`src/rtl/jtag_tap_ctrl_if.sv`:
```
// TAP-side and boundary-scan-side signals of jtag_tap_ctrl, bundled into one interface.
interface jtag_tap_ctrl_if #(
    parameter int unsigned IR_WIDTH = 4
);
    logic                tck_en;
    logic                tms;
    logic                tdi;
    logic                bsr_so;
    logic                tdo;
    logic                tdo_en;
    logic                bsr_si;
    logic                shift_dr;
    logic                capture_en;
    logic                update_en;
    logic                mode;
    logic [3:0]          tap_state;
    logic [IR_WIDTH-1:0] ir_q;

    // Test driver / TAP master side
    modport master (
        output tck_en, tms, tdi, bsr_so,
        input  tdo, tdo_en, bsr_si, shift_dr, capture_en, update_en, mode, tap_state, ir_q
    );

    // TAP controller side
    modport slave (
        input  tck_en, tms, tdi, bsr_so,
        output tdo, tdo_en, bsr_si, shift_dr, capture_en, update_en, mode, tap_state, ir_q
    );
endinterface

```
`src/rtl/jtag_tap_ctrl.sv`:
```
// IEEE 1149.1 TAP controller: 16-state FSM, IR, bypass and IDCODE registers,
// plus control strobes for a downstream boundary-scan cell chain.
module jtag_tap_ctrl #(
    parameter int unsigned         IR_WIDTH  = 4,
    parameter logic [IR_WIDTH-1:0] OP_EXTEST = IR_WIDTH'(0),
    parameter logic [IR_WIDTH-1:0] OP_SAMPLE = IR_WIDTH'(1),
    parameter logic [IR_WIDTH-1:0] OP_IDCODE = IR_WIDTH'(2),
    parameter logic [31:0]         ID_VALUE  = 32'h1000_0ADB
) (
    input  logic            clk,
    input  logic            rst,
    jtag_tap_ctrl_if.slave  tap
);

    localparam int unsigned ID_WIDTH = 32;

    typedef enum logic [3:0] {
        TLR      = 4'hF,
        RTI      = 4'hC,
        SEL_DR   = 4'h7,
        CAP_DR   = 4'h6,
        SH_DR    = 4'h2,
        EX1_DR   = 4'h1,
        PAUSE_DR = 4'h3,
        EX2_DR   = 4'h0,
        UPD_DR   = 4'h5,
        SEL_IR   = 4'h4,
        CAP_IR   = 4'hE,
        SH_IR    = 4'hA,
        EX1_IR   = 4'h9,
        PAUSE_IR = 4'hB,
        EX2_IR   = 4'h8,
        UPD_IR   = 4'hD
    } tap_state_e;

    tap_state_e          state_q;
    logic [IR_WIDTH-1:0] ir_upd_q;
    logic [IR_WIDTH-1:0] ir_sr_q;
    logic                byp_q;
    logic [ID_WIDTH-1:0] id_sr_q;

    logic sel_bsr_c;
    logic sel_id_c;
    logic tdo_c;

    // TAP state machine, advancing only on TCK-edge qualifier cycles
    always_ff @(posedge clk) begin
        if (rst) begin
            state_q <= TLR;
        end else if (tap.tck_en) begin
            case (state_q)
                TLR:      state_q <= tap.tms ? TLR    : RTI;
                RTI:      state_q <= tap.tms ? SEL_DR : RTI;
                SEL_DR:   state_q <= tap.tms ? SEL_IR : CAP_DR;
                CAP_DR:   state_q <= tap.tms ? EX1_DR : SH_DR;
                SH_DR:    state_q <= tap.tms ? EX1_DR : SH_DR;
                EX1_DR:   state_q <= tap.tms ? UPD_DR : PAUSE_DR;
                PAUSE_DR: state_q <= tap.tms ? EX2_DR : PAUSE_DR;
                EX2_DR:   state_q <= tap.tms ? UPD_DR : SH_DR;
                UPD_DR:   state_q <= tap.tms ? SEL_DR : RTI;
                SEL_IR:   state_q <= tap.tms ? TLR    : CAP_IR;
                CAP_IR:   state_q <= tap.tms ? EX1_IR : SH_IR;
                SH_IR:    state_q <= tap.tms ? EX1_IR : SH_IR;
                EX1_IR:   state_q <= tap.tms ? UPD_IR : PAUSE_IR;
                PAUSE_IR: state_q <= tap.tms ? EX2_IR : PAUSE_IR;
                EX2_IR:   state_q <= tap.tms ? UPD_IR : SH_IR;
                UPD_IR:   state_q <= tap.tms ? SEL_DR : RTI;
                default:  state_q <= TLR;
            endcase
        end
    end

    // Instruction, bypass and IDCODE registers; capture/shift/update by TAP state
    always_ff @(posedge clk) begin
        if (rst) begin
            ir_upd_q <= OP_IDCODE;
            ir_sr_q  <= '0;
            byp_q    <= 1'b0;
            id_sr_q  <= ID_VALUE;
        end else if (tap.tck_en) begin
            case (state_q)
                TLR:    ir_upd_q <= OP_IDCODE;
                CAP_IR: ir_sr_q  <= IR_WIDTH'(2'b01);
                SH_IR:  ir_sr_q  <= {tap.tdi, ir_sr_q[IR_WIDTH-1:1]};
                UPD_IR: ir_upd_q <= ir_sr_q;
                CAP_DR: begin
                    byp_q   <= 1'b0;
                    id_sr_q <= ID_VALUE;
                end
                SH_DR: begin
                    if (sel_id_c) begin
                        id_sr_q <= {tap.tdi, id_sr_q[ID_WIDTH-1:1]};
                    end
                    if (!sel_id_c && !sel_bsr_c) begin
                        byp_q <= tap.tdi;
                    end
                end
                default: ;
            endcase
        end
    end

    // Data-register selection from the active instruction; unknown opcodes fall to bypass
    always_comb begin
        sel_bsr_c = (ir_upd_q == OP_EXTEST) || (ir_upd_q == OP_SAMPLE);
        sel_id_c  = !sel_bsr_c && (ir_upd_q == OP_IDCODE);
    end

    // TDO mux: only meaningful in the two shift states, quiet elsewhere
    always_comb begin
        tdo_c = 1'b0;
        case (state_q)
            SH_IR: tdo_c = ir_sr_q[0];
            SH_DR: begin
                if (sel_bsr_c) begin
                    tdo_c = tap.bsr_so;
                end else if (sel_id_c) begin
                    tdo_c = id_sr_q[0];
                end else begin
                    tdo_c = byp_q;
                end
            end
            default: tdo_c = 1'b0;
        endcase
    end

    assign tap.tdo        = tdo_c;
    assign tap.tdo_en     = (state_q == SH_IR) || (state_q == SH_DR);
    assign tap.bsr_si     = tap.tdi;
    assign tap.shift_dr   = sel_bsr_c && (state_q == SH_DR);
    assign tap.capture_en = sel_bsr_c && tap.tck_en && (state_q == CAP_DR);
    assign tap.update_en  = sel_bsr_c && tap.tck_en && (state_q == UPD_DR);
    assign tap.mode       = (ir_upd_q == OP_EXTEST);
    assign tap.tap_state  = state_q;
    assign tap.ir_q       = ir_upd_q;

endmodule

```
`src/flat_wrapper.sv`:
```
// flat-port wrapper written by rule: the top's interface ports become plain ports
module jtag_tap_ctrl_flat 
#(
    parameter int unsigned         IR_WIDTH  = 4,
    parameter logic [IR_WIDTH-1:0] OP_EXTEST = IR_WIDTH'(0),
    parameter logic [IR_WIDTH-1:0] OP_SAMPLE = IR_WIDTH'(1),
    parameter logic [IR_WIDTH-1:0] OP_IDCODE = IR_WIDTH'(2),
    parameter logic [31:0]         ID_VALUE  = 32'h1000_0ADB
)
  (clk, rst, tap_tck_en, tap_tms, tap_tdi, tap_bsr_so, tap_tdo, tap_tdo_en, tap_bsr_si, tap_shift_dr, tap_capture_en, tap_update_en, tap_mode, tap_tap_state, tap_ir_q);
  jtag_tap_ctrl_if #(.IR_WIDTH(IR_WIDTH)) tap_i ();
  input  logic clk;
  input  logic rst;
  input wire logic [$bits(tap_i.tck_en)-1:0] tap_tck_en;
  input wire logic [$bits(tap_i.tms)-1:0] tap_tms;
  input wire logic [$bits(tap_i.tdi)-1:0] tap_tdi;
  input wire logic [$bits(tap_i.bsr_so)-1:0] tap_bsr_so;
  output wire logic [$bits(tap_i.tdo)-1:0] tap_tdo;
  output wire logic [$bits(tap_i.tdo_en)-1:0] tap_tdo_en;
  output wire logic [$bits(tap_i.bsr_si)-1:0] tap_bsr_si;
  output wire logic [$bits(tap_i.shift_dr)-1:0] tap_shift_dr;
  output wire logic [$bits(tap_i.capture_en)-1:0] tap_capture_en;
  output wire logic [$bits(tap_i.update_en)-1:0] tap_update_en;
  output wire logic [$bits(tap_i.mode)-1:0] tap_mode;
  output wire logic [$bits(tap_i.tap_state)-1:0] tap_tap_state;
  output wire logic [$bits(tap_i.ir_q)-1:0] tap_ir_q;
  assign tap_i.tck_en = tap_tck_en;
  assign tap_i.tms = tap_tms;
  assign tap_i.tdi = tap_tdi;
  assign tap_i.bsr_so = tap_bsr_so;
  assign tap_tdo = tap_i.tdo;
  assign tap_tdo_en = tap_i.tdo_en;
  assign tap_bsr_si = tap_i.bsr_si;
  assign tap_shift_dr = tap_i.shift_dr;
  assign tap_capture_en = tap_i.capture_en;
  assign tap_update_en = tap_i.update_en;
  assign tap_mode = tap_i.mode;
  assign tap_tap_state = tap_i.tap_state;
  assign tap_ir_q = tap_i.ir_q;
  jtag_tap_ctrl #(.IR_WIDTH(IR_WIDTH), .OP_EXTEST(OP_EXTEST), .OP_SAMPLE(OP_SAMPLE), .OP_IDCODE(OP_IDCODE), .ID_VALUE(ID_VALUE)) u_core (.clk(clk), .rst(rst), .tap(tap_i));
endmodule
```
`config.mk`:
```
export PLATFORM = sky130hd
export DESIGN_NAME = jtag_tap_ctrl_flat
export DESIGN_NICKNAME = d
export VERILOG_FILES = /design/src/rtl/jtag_tap_ctrl_if.sv /design/src/rtl/jtag_tap_ctrl.sv /design/src/flat_wrapper.sv
export SDC_FILE = /design/constraint.sdc
export NUM_CORES = 1
export LEC_CHECK = 0
export ABC_AREA = 0
export BUFFER_PORTS_ARGS = -buffer_cell sky130_fd_sc_hd__buf_2
export CAP_MARGIN = 40
export CORE_MARGIN = 4
export CORE_UTILIZATION = 50
export CTS_BUF_LIST = sky130_fd_sc_hd__clkbuf_8
export DETAILED_ROUTE_END_ITERATION = 10
export PLACE_DENSITY = 0.8
export SYNTH_ARGS = -nofsm -noshare
export SYNTH_HDL_FRONTEND = slang
export SYNTH_SLANG_ARGS = --single-unit
```
`constraint.sdc`:
```
create_clock -name clk -period 2.95 [get_ports clk]
set_input_delay 0.4425 -clock clk [delete_from_list [all_inputs] [get_ports clk]]
set_output_delay 0.4425 -clock clk [all_outputs]
set_load 0.05 [all_outputs]
```
# Word-level counts from Yosys, hierarchy flattened
# Cells that the tools add are included.
# totals
output_inout_bits	15
in_bits	6
reg_bits	45
elab_cells	68
# classes
eq_ne	19
muxes	22
n_reduce_logical	22
# op_table
operator	n
32-bit one-hot mux with 2 select lines	1
4-bit one-hot mux with 12 select lines	1
4-bit equality test (second input constant)	8
32-bit 2-to-1 mux	1
4-bit by 3-bit equality test with 1-bit output (second input constant)	4
4-bit one-hot mux with 2 select lines	2
4-bit by 2-bit equality test with 1-bit output (second input constant)	3
2-bit 2-to-1 mux	6
3-bit 2-to-1 mux	4
4-bit by 1-bit equality test with 1-bit output (second input constant)	2
4-bit logical NOT	2
1-bit logical AND	6
3-bit AND reduction	2
2-bit nonzero test	3
1-bit 2-to-1 mux	4
4-bit 2-to-1 mux	1
2-bit by 1-bit != test with 1-bit output (second input constant)	2
1-bit one-hot mux with 2 select lines	2
2-bit AND reduction	2
2-bit OR reduction	2
3-bit OR reduction	1
1-bit logical NOT	2
1-bit logical OR	2

# Depth between registers and ports, before layout
# Gate-level depths: netlist (run 1).
# logic_depth
word_depth	8
mapped_depth	6
mapped_depth_nobuf	4

# Worst setup path before layout (run 1)
# Ideal clock, no wire load.
# synth_timing
path_kind	register to output
startpoint	reg u_core.state_q[2], in the netlist u_core.tap.tap_state[2]
endpoint	out tap_update_en
t_arrival_ns	2.909
setup_slack_ns	-0.402
path_stages_with_launch	5
path_cell_list	dfxtp_1 > buf_2 > buf_2 > nand3b_1 > nor4b_1
# synth_between
elab_chain_len	2
# synth_lines
item	line_no	source
from (decl)	jtag_tap_ctrl.sv:36	tap_state_e state_q;
from (signal assigned)	jtag_tap_ctrl.sv:52	TLR: state_q <= tap.tms ? TLR : RTI;
from (signal assigned)	jtag_tap_ctrl.sv:53	RTI: state_q <= tap.tms ? SEL_DR : RTI;
from (signal assigned)	jtag_tap_ctrl.sv:54	SEL_DR: state_q <= tap.tms ? SEL_IR : CAP_DR;
4-bit by 3-bit equality test with 1-bit output	jtag_tap_ctrl.sv:132	assign tap.update_en = sel_bsr_c && tap.tck_en && (state_q == UPD_DR);
1-bit logical AND	jtag_tap_ctrl.sv:132	
to (decl)	flat_wrapper.sv:23	output wire logic [$bits(tap_i.update_en)-1:0] tap_update_en;
# No other way between the ends.

# Final worst setup path (run 1)
# layout_timing
startpoint	reg u_core.state_q[1], in the netlist u_core.tap.tap_state[1]
endpoint	out tap_tdo
# layout_between
elab_chain_len	2
word_cells_on_any_way	3
classes_between	2 x eq/ne; 1 x mux
# layout_lines
item	line_no	source
4-bit by 2-bit equality test with 1-bit output / 4-bit equality test (equally long branches)	jtag_tap_ctrl.sv:112	case (state_q)
1-bit one-hot mux with 2 select lines *	jtag_tap_ctrl.sv:112	
to (decl)	flat_wrapper.sv:18	output wire logic [$bits(tap_i.tdo)-1:0] tap_tdo;
# Mark *: on every way between the ends. The rest lies on a longest branch, timed or not.

==> results of run 1 <==
through the flow:
step	hold WS (ps)	area (um^2)	setup slack, ps
2_1_floorplan	441	2430	156
3_3_place_gp	453	2530	756
3_5_place_dp	465	2530	749
4_1_cts	452	2630	420
5_1_grt	453	2630	300
6_report	453	2630	416
Yosys cell counts (all sizes together), types with 2 or more instances:
| cell | number |
|---|---|
| nor4 | 4 |
| a211o | 2 |
| o21bai | 5 |
| a22oi | 18 |
| nand3 | 5 |
| nor3b | 5 |
| nor3 | 10 |
| o21a | 2 |
| nor2b | 9 |
| buf | 13 |
| nand4 | 20 |
| o21ai | 5 |
| inv | 3 |
| or3b | 4 |
| mux2 | 5 |
| nand2 | 11 |
| dfxtp | 45 |
| clkbuf | 21 |
| nor2 | 13 |
| a21o | 2 |
| or4b | 5 |
| nor4b | 2 |
| o22ai | 3 |
| mux2i | 6 |
| nor4bb | 18 |
| a21oi | 26 |
critical path: stages (launching register included):
cell	delay, ps
dfxtp_1	610
or4b_1	470
buf_4	200
o31ai_2	190
buf_2	300
sequential cells by signal, indices dropped and copies added, names as in the netlist:
register	flops
u_core.byp_q	1
u_core.ir_sr_q	4
u_core.tap.ir_q	4
u_core.tap.tap_state	4
u_core.id_sr_q	32
path summary, 6_finish.rpt:
kind,slack (ps),start,cells after the start,endpoint
max,420,u_core.tap.tap_state[1],4,tap_tdo
min,450,tap_tdi,3,u_core.byp_q
max reg2reg,830,u_core.tap.tap_state[1],3,u_core.id_sr_q[27]
min reg2reg,470,u_core.id_sr_q[27],2,u_core.id_sr_q[26]
power by group through the flow:
stage                     clock network [mW]  registers [mW]  logic [mW]
after global routing                   0.440           0.635       0.178
final                                  0.411           0.633       0.163
after CTS                              0.418           0.632       0.164
after detailed placement                   0           0.647       0.163
after global placement                     0           0.646       0.163
after floorplan                            0           0.658       0.117
metal layers:
layer	part of all wire, %	vias up	track usage, %
li1	-	1051	-
met1	46	997	24.8
met2	48	44	28.6
met3	4.0	9	4.52
met4	1.4	0	6.23
met5	0	-	0
cell families (layout without fill, tap and decap cells):
family / after synthesis / count (layout) / synth area share (%)
AO/OA/AOI/OAI: 69 / 69 / 18.5
buffers and inverters: 37 / 40 / 7.12
multiplexers: 11 / 11 / 4.80
AND/OR/NAND/NOR: 113 / 113 / 32.4
flip-flops: 45 / 45 / 37.2
cell usage in the layout (no fill, tap or decap), types with 6 or more instances in the layout:
master and instances:
clkbuf_8 6, mux2i_1 6, buf_2 20, nor3_1 10, nand2_1 11, nor2b_1 9, nor4bb_1 18, a22oi_1 18
nand4_1 19, a21oi_1 26, buf_4 9, nor2_1 13, dfxtp_1 45
cell type report:
class | count | area, um^2 | area share (%)
Inverter | 3 | 11.3 | 0.428
Clock inverter | 2 | 13.8 | 0.523
Clock buffer | 6 | 82.6 | 3.14
Sequential cell | 45 | 901 | 34.3
Timing Repair Buffer | 29 | 168 | 6.37
Tap cell | 67 | 83.8 | 3.19
Multi-Input combinational cell | 193 | 1370 | 52.1
==> flow_metrics.env, run 1 <==
export IMPL_drt_initial_drc_count=175
export IMPL_via_count=2101
export IMPL_period_minus_slack_ps=2530
export IMPL_synth_nets=281
export IMPL_diodes=0
export IMPL_final_antenna_net_count=0
export IMPL_fin_cells=345
export IMPL_arrival_ps=2090
export IMPL_p_sw_uw=352
export IMPL_synth_top_area_cell="dfxtp_1"
export IMPL_synth_ff_type="dfxtp_1"
export IMPL_tightest_slew_ps=778
export IMPL_leakage_nw=0.970
export IMPL_yosysWarningCount=0
export IMPL_start_kind="flop"
export IMPL_syn_area_um2=2420
export IMPL_hold_path_class="input port to flop"
export IMPL_syn_area_per_cell_um2=8.81
export IMPL_path_class="flop to output port"
export IMPL_synthToLayoutAreaGrowth_pct=8.52
export IMPL_p_total_mw=1.21
export IMPL_synth_async_reset_ratio_pct=0
export IMPL_synth_edff_count=0
export IMPL_ys_types=49
export IMPL_ir_drop_v=0.000322
export IMPL_die_area_um2=6020
export IMPL_clockBufferDepth=2
export IMPL_grt_pass1_vias=1893
export IMPL_path_max_fanout=19
export IMPL_grt_overflow=0
export IMPL_routedWlPerCell_um=15.6
export IMPL_status="completed"
export IMPL_pin_count=21
export IMPL_routed_wl_um=5380
export IMPL_portBuffers=20
export IMPL_grt_pass1_wl_um=9110
export IMPL_drv_cap=0
export IMPL_cts_tree="done"
export IMPL_fin_crit_sh_pct=85.9
export IMPL_relSlewSlack_pct=48.1
export IMPL_die_x_um=77.6
export IMPL_intPower_uw=855
export IMPL_slew_violations=0
export IMPL_combPwrFrac_pct=13.5
export IMPL_clkSlewWorstSetupHoldPaths_ps=80
export IMPL_setup_viol=0
export IMPL_placedCellCount=337
export IMPL_drc=0
export IMPL_clock_power_share_pct=34.0
export IMPL_synth_top_area_share_pct=37.2
export IMPL_first_pass_iters=4
export IMPL_fp_dieH_um=77.6
export IMPL_tns_ps=0
export IMPL_fin_skew_ps=5.46
export IMPL_n_fill_cell=422
export IMPL_gp_congestion=0.812
export IMPL_viasPerCell=6.09
export IMPL_nets=283
export IMPL_htree_levels=2
export IMPL_holdBufCountCts=0
export IMPL_hpwl_um=3370
export IMPL_core_um2=4720
export IMPL_initial_utilization_pct=51.3
export IMPL_clkLatencyLatePin_ps=300
export IMPL_synth_seq_cells=45
export IMPL_cts_sinks=45
export IMPL_syn_instance_count=275
export IMPL_rows=25
export IMPL_crit_required_ps=2510
export IMPL_ctsResizeCount=0
export IMPL_power_density_nw_per_um2=459
export IMPL_antenna_found_initial=0
export IMPL_seq_area_frac_synth_pct=37.2
export IMPL_fmax_mhz=395
export IMPL_hold_viol=0
export IMPL_synth_area_leaders="dfxtp_1 37%, nor4bb_1 7.4%, a22oi_1 5.6%, a21oi_1 5.4%, nand4_1 4.9%"
export IMPL_rsz0062_at_grt="false"
export IMPL_cts_setup_buffers=0
export IMPL_grt_max_degree=40
export IMPL_fin_util_pct=55.7
export IMPL_critPathCaptureType="output port"
export IMPL_cts_buffers=5
export IMPL_switching_share_pct=29.2
export IMPL_cts_root_buffer="clkbuf_8"
export IMPL_grtUsageTotal_pct=18.4
export IMPL_pwr_share_seq_pct=52.4
export IMPL_drive_above_1_share_pct=19.1
(Power assumes the default switching activity.)
==> inputs of run 2 (changes only) <==
--- a/config.mk
+++ b/config.mk
@@ -12,7 +12,7 @@
 export CORE_UTILIZATION = 50
 export CTS_BUF_LIST = sky130_fd_sc_hd__clkbuf_8
 export DETAILED_ROUTE_END_ITERATION = 10
-export PLACE_DENSITY = 0.8
+export PLACE_DENSITY = 0.68
 export SYNTH_ARGS = -nofsm -noshare
 export SYNTH_HDL_FRONTEND = slang
 export SYNTH_SLANG_ARGS = --single-unit
==> run 2 against run 1 <==
  * Total power grew 3.8%
  * Sequential power shrank 2%
  * Fmax shrank 2.9%
  * Cell area grew 0.29%
  * Critical endpoint unchanged
==> flow_metrics.env, run 2 (synthesis results as in run 1) <==
export IMPL_status="completed"
export IMPL_portBuffers=20
export IMPL_hold_path_class="input port to flop"
export IMPL_hpwl_um=3390
export IMPL_largest_reg_flops=32
export IMPL_ir_drop_v=0.000322
export IMPL_r2r_end="u_core.id_sr_q[27]"
export IMPL_period_minus_slack_ps=2610
export IMPL_crit_slowest_cell="or4b_1"
export IMPL_arrival_ps=2170
export IMPL_regMostFlops="u_core.id_sr_q"
export IMPL_cts_tree="done"
export IMPL_holdBufCountCts=0
export IMPL_clkLatencyLatePin_ps=300
export IMPL_cts_setup_buffers=0
export IMPL_placedCellCount=337
export IMPL_crit_chain="or4b_1 > o31ai_2 > buf_2"
export IMPL_crit_path_max_incr_delay_ps=760
export IMPL_gp_congestion=0.726
export IMPL_hold_start="tap_tdi"
export IMPL_leakage_nw=0.973
export IMPL_final_antenna_net_count=0
export IMPL_relSlewSlack_pct=48.3
export IMPL_setup_viol=0
export IMPL_via_count=2148
export IMPL_worstRegToRegCells=4
export IMPL_tns_ps=0
export IMPL_fin_skew_ps=8.15
export IMPL_crit_required_ps=2510
export IMPL_critPathCaptureType="output port"
export IMPL_min_path_cells=3
export IMPL_die_area_um2=6020
export IMPL_drive_above_1_share_pct=18.8
export IMPL_clkSlewWorstSetupHoldPaths_ps=90
export IMPL_grtUsageTotal_pct=19.3
export IMPL_grt_pass1_wl_um=9570
export IMPL_cts_buffers=5
export IMPL_r2r_start="u_core.tap.tap_state[0]"
export IMPL_grt_pass1_vias=1928
export IMPL_routedWlPerCell_um=16.1
export IMPL_synthToLayoutAreaGrowth_pct=8.83
export IMPL_core_um2=4720
export IMPL_power_density_nw_per_um2=475
export IMPL_slew_violations=0
export IMPL_path_max_fanout=14
export IMPL_clockBufferDepth=2
export IMPL_rows=25
export IMPL_fin_crit_sh_pct=88.4
export IMPL_drv_cap=0
export IMPL_initial_utilization_pct=51.3
export IMPL_hold_end="u_core.id_sr_q[31]"
export IMPL_tightest_slew_ps=776
export IMPL_path_class="flop to output port"
export IMPL_diodes=0
export IMPL_pin_count=21
export IMPL_cts_sinks=45
export IMPL_antenna_found_initial=0
export IMPL_grt_overflow=0
export IMPL_drc=0
export IMPL_grt_max_degree=41
export IMPL_htree_levels=2
export IMPL_drt_initial_drc_count=154
export IMPL_routed_wl_um=5540
export IMPL_fp_dieH_um=77.6
export IMPL_rsz0062_at_grt="false"
export IMPL_ctsResizeCount=0
export IMPL_fin_util_pct=55.8
export IMPL_die_x_um=77.6
export IMPL_hold_viol=0
export IMPL_fin_cells=344
export IMPL_fmax_mhz=383
export IMPL_first_pass_iters=4
export IMPL_nets=283
export IMPL_final_cell_mix="45 x dfxtp_1, 26 x a21oi_1, 20 x buf_2"
export IMPL_final_common_cell="dfxtp_1"
export IMPL_start_kind="flop"
export IMPL_cts_root_buffer="clkbuf_8"
export IMPL_reg2reg_slack_ps=850
export IMPL_viasPerCell=6.24
[run 2: routing by layer]
layer	part of all wire, %	vias up	wire length, um	GRT usage, %
li1	-	1045	-	-
met1	48	1045	2650	27.3
met2	47	54	2580	29.4
met3	4.7	4	261	3.71
met4	0.83	0	46	6.41
met5	0	-	0	0
[run 2: worst max-delay path by stage]
stage,start,to,slack [ps]
finish,u_core.tap.tap_state[1],tap_tdo,340
global route,u_core.tap.tap_state[1],tap_tdo,190
CTS,u_core.tap.tap_state[1],tap_tdo,320
detailed placement,u_core.tap.tap_state[1],tap_tdo,660
global placement,u_core.tap.tap_state[1],tap_tdo,660
floorplan,u_core.tap.tap_state[2],tap_capture_en,160
[run 2: stage by stage]
| step | hold slack, ps | total power [mW] | setup WS, ps | instance area, um^2 |
|---|---|---|---|---|
| after CTS | 440 | 1.27 | 318 | 2640 |
| after floorplan | 441 | 0.774 | 156 | 2430 |
| final | 451 | 1.25 | 341 | 2640 |
| after global placement | 458 | 0.813 | 664 | 2530 |
| after detailed placement | 464 | 0.814 | 656 | 2530 |
| after global routing | 450 | 1.30 | 195 | 2640 |
[run 2: layout make-up]
cell class / count / area [um^2]
flip-flops and latches: 45 / 901
fillers: 423 / 2090
well taps: 67 / 83.8
clock inverters: 2 / 35.0
multi-input cells: 193 / 1370
clock buffers: 5 / 68.8
repair buffers: 29 / 168
inverters: 3 / 11.3
[run 2: report_power, final]
part	switching (mW)	internal (mW)	leakage, nW	total (mW)
logic	0.126	0.0518	0.555	0.178
registers	0.00875	0.614	0.364	0.623
clock network	0.205	0.246	0.0540	0.452
[run 2: critical path, delay by kind of cell, from the launching register on]
family	cells	cell delay (ps)
DFF	1	550
AOI/OAI and AO/OA	1	270
buffers and inverters	1	300
and+or+nand+nor	1	760
==> inputs of run 3 (changes only) <==
--- a/config.mk
+++ b/config.mk
@@ -8,11 +8,13 @@
 export ABC_AREA = 0
 export BUFFER_PORTS_ARGS = -buffer_cell sky130_fd_sc_hd__buf_2
 export CAP_MARGIN = 40
+export CELL_PAD_IN_SITES_DETAIL_PLACEMENT = 2
+export CELL_PAD_IN_SITES_GLOBAL_PLACEMENT = 2
 export CORE_MARGIN = 4
-export CORE_UTILIZATION = 50
+export CORE_UTILIZATION = 41
 export CTS_BUF_LIST = sky130_fd_sc_hd__clkbuf_8
 export DETAILED_ROUTE_END_ITERATION = 10
-export PLACE_DENSITY = 0.68
+export PLACE_DENSITY = 0.86
 export SYNTH_ARGS = -nofsm -noshare
 export SYNTH_HDL_FRONTEND = slang
 export SYNTH_SLANG_ARGS = --single-unit
==> run 3 against run 2 <==
  * Sequential cell count unchanged
  * Sequential power about the same
  * Clock power fell by 15%
  * Sequential share of layout area is 0.11 points higher
  * Critical path depth is the same
  * Clock-buffer cell count unchanged
  * Final cell count up 1.7%
  * Utilization shrank 9.0 points
  * Largest cell class unchanged
==> flow_metrics.env, run 3 (synthesis results as in run 1) <==
export IMPL_drt_initial_drc_count=179
export IMPL_tns_ps=0
export IMPL_fin_area_um2=2630
export IMPL_die_x_um=84.9
export IMPL_period_minus_slack_ps=2570
export IMPL_crit_cells=3
export IMPL_min_path_cells=3
export IMPL_portBuffers=20
export IMPL_grtUsageTotal_pct=21.2
export IMPL_core_um2=5610
export IMPL_cpLargestDelayFamily="simple AND/OR/NAND/NOR gates"
export IMPL_holdBufCountCts=0
export IMPL_viasPerCell=6.36
export IMPL_fp_dieH_um=84.9
export IMPL_grt_overflow=0
export IMPL_htree_levels=2
export IMPL_grt_max_degree=39
export IMPL_relSlewSlack_pct=45.9
export IMPL_power_density_nw_per_um2=455
export IMPL_regMostFlops="u_core.id_sr_q"
export IMPL_pin_count=21
export IMPL_ctsResizeCount=0
export IMPL_final_antenna_net_count=0
export IMPL_critPathCaptureType="output port"
export IMPL_gp_congestion=0.742
export IMPL_path_max_fanout=14
export IMPL_crit_slowest_cell="or4b_1"
export IMPL_leakage_nw=0.969
export IMPL_path_buf_inv=1
export IMPL_clkSlewWorstSetupHoldPaths_ps=90
export IMPL_final_common_cell="dfxtp_1"
export IMPL_start_kind="flop"
export IMPL_rsz0062_at_grt="false"
export IMPL_largest_reg_flops=32
export IMPL_cts_setup_buffers=0
export IMPL_final_cell_mix="45 x dfxtp_1, 26 x a21oi_1, 20 x buf_2"
export IMPL_setup_viol=0
export IMPL_path_class="flop to output port"
export IMPL_first_pass_iters=4
export IMPL_cts_sinks=45
export IMPL_die_area_um2=7210
export IMPL_cts_root_buffer="clkbuf_8"
export IMPL_hold_path_class="input port to flop"
export IMPL_grt_pass1_vias=2358
export IMPL_drc=0
export IMPL_via_count=2225
export IMPL_drive_above_1_share_pct=18.7
export IMPL_reg2reg_slack_ps=740
export IMPL_cts_tree="done"
export IMPL_cts_buffers=5
export IMPL_clkLatencyLatePin_ps=310
export IMPL_routedWlPerCell_um=20.9
export IMPL_rows=27
export IMPL_grt_pass1_wl_um=12400
export IMPL_crit_required_ps=2510
export IMPL_worstRegToRegCells=4
export IMPL_status="completed"
export IMPL_drv_cap=0
export IMPL_fin_crit_sh_pct=87.3
export IMPL_fin_skew_ps=12.7
export IMPL_hpwl_um=4590
export IMPL_synthToLayoutAreaGrowth_pct=8.47
export IMPL_placed_cell_area_um2=2550
export IMPL_routed_wl_um=7330
export IMPL_fmax_mhz=388
export IMPL_arrival_ps=2130
export IMPL_crit_path_max_incr_delay_ps=830
export IMPL_tightest_slew_ps=811
export IMPL_antenna_found_initial=0
export IMPL_initial_utilization_pct=43.2
export IMPL_hold_viol=0
export IMPL_diodes=0
export IMPL_ir_drop_v=0.000275
export IMPL_crit_chain="or4b_1 > o31ai_2 > buf_2"
export IMPL_slew_violations=0
export IMPL_clockBufferDepth=2
export IMPL_nets=284
==> run 3: final cells by class <==
type / instances / area [um^2]
fillers: 625 / 2980
multi-input cells: 193 / 1370
clock buffers: 5 / 68.8
flip-flops and latches: 45 / 901
inverters: 3 / 11.3
repair buffers: 30 / 175
well taps: 72 / 90.1
clock inverters: 2 / 12.5
==> run 3: worst paths after layout <==
| check | startpoint | to |
|---|---|---|
| worst max-delay path | u_core.tap.tap_state[2] | tap_tdo |
| worst min-delay path | tap_tdi | u_core.byp_q |
| worst max register to register | u_core.tap.tap_state[1] | u_core.id_sr_q[27] |
| worst min register to register | u_core.id_sr_q[27] | u_core.id_sr_q[26] |
==> run 3: routing by layer <==
layer / up-vias / track usage (%) / share of wire [%]
met1: 1130 / 28.0 / 46
li1: 1049 / - / -
met2: 36 / 35.7 / 49
met5: - / 0 / 0
met3: 10 / 3.98 / 3.0
met4: 0 / 5.61 / 1.3
==> run 3: per-stage QoR <==
stage               setup WS, ps  utilization, %  hold WS, ps  instances  power (mW)
floorplan                    156               -          441        275       0.774
global placement             773            45.4          455        343       0.819
detailed placement           713            45.4          469        343       0.823
CTS                          354            46.9          464        350        1.20
global route                 279            46.9          467        350        1.25
finish                       376            46.9          462        350        1.20
==> run 3: power breakdown <==
part	switching (mW)	leakage (nW)	total [mW]	internal, mW
combinational	0.136	0.560	0.189	0.0528
clock	0.223	0.0454	0.384	0.161
sequential	0.00865	0.364	0.623	0.614
total	0.368	0.969	1.20	0.828
==> run 3: worst min-delay path, stage by stage <==
cell	delay [ps]
buf_2	140
nand4_1	70
o2bb2ai_1	70
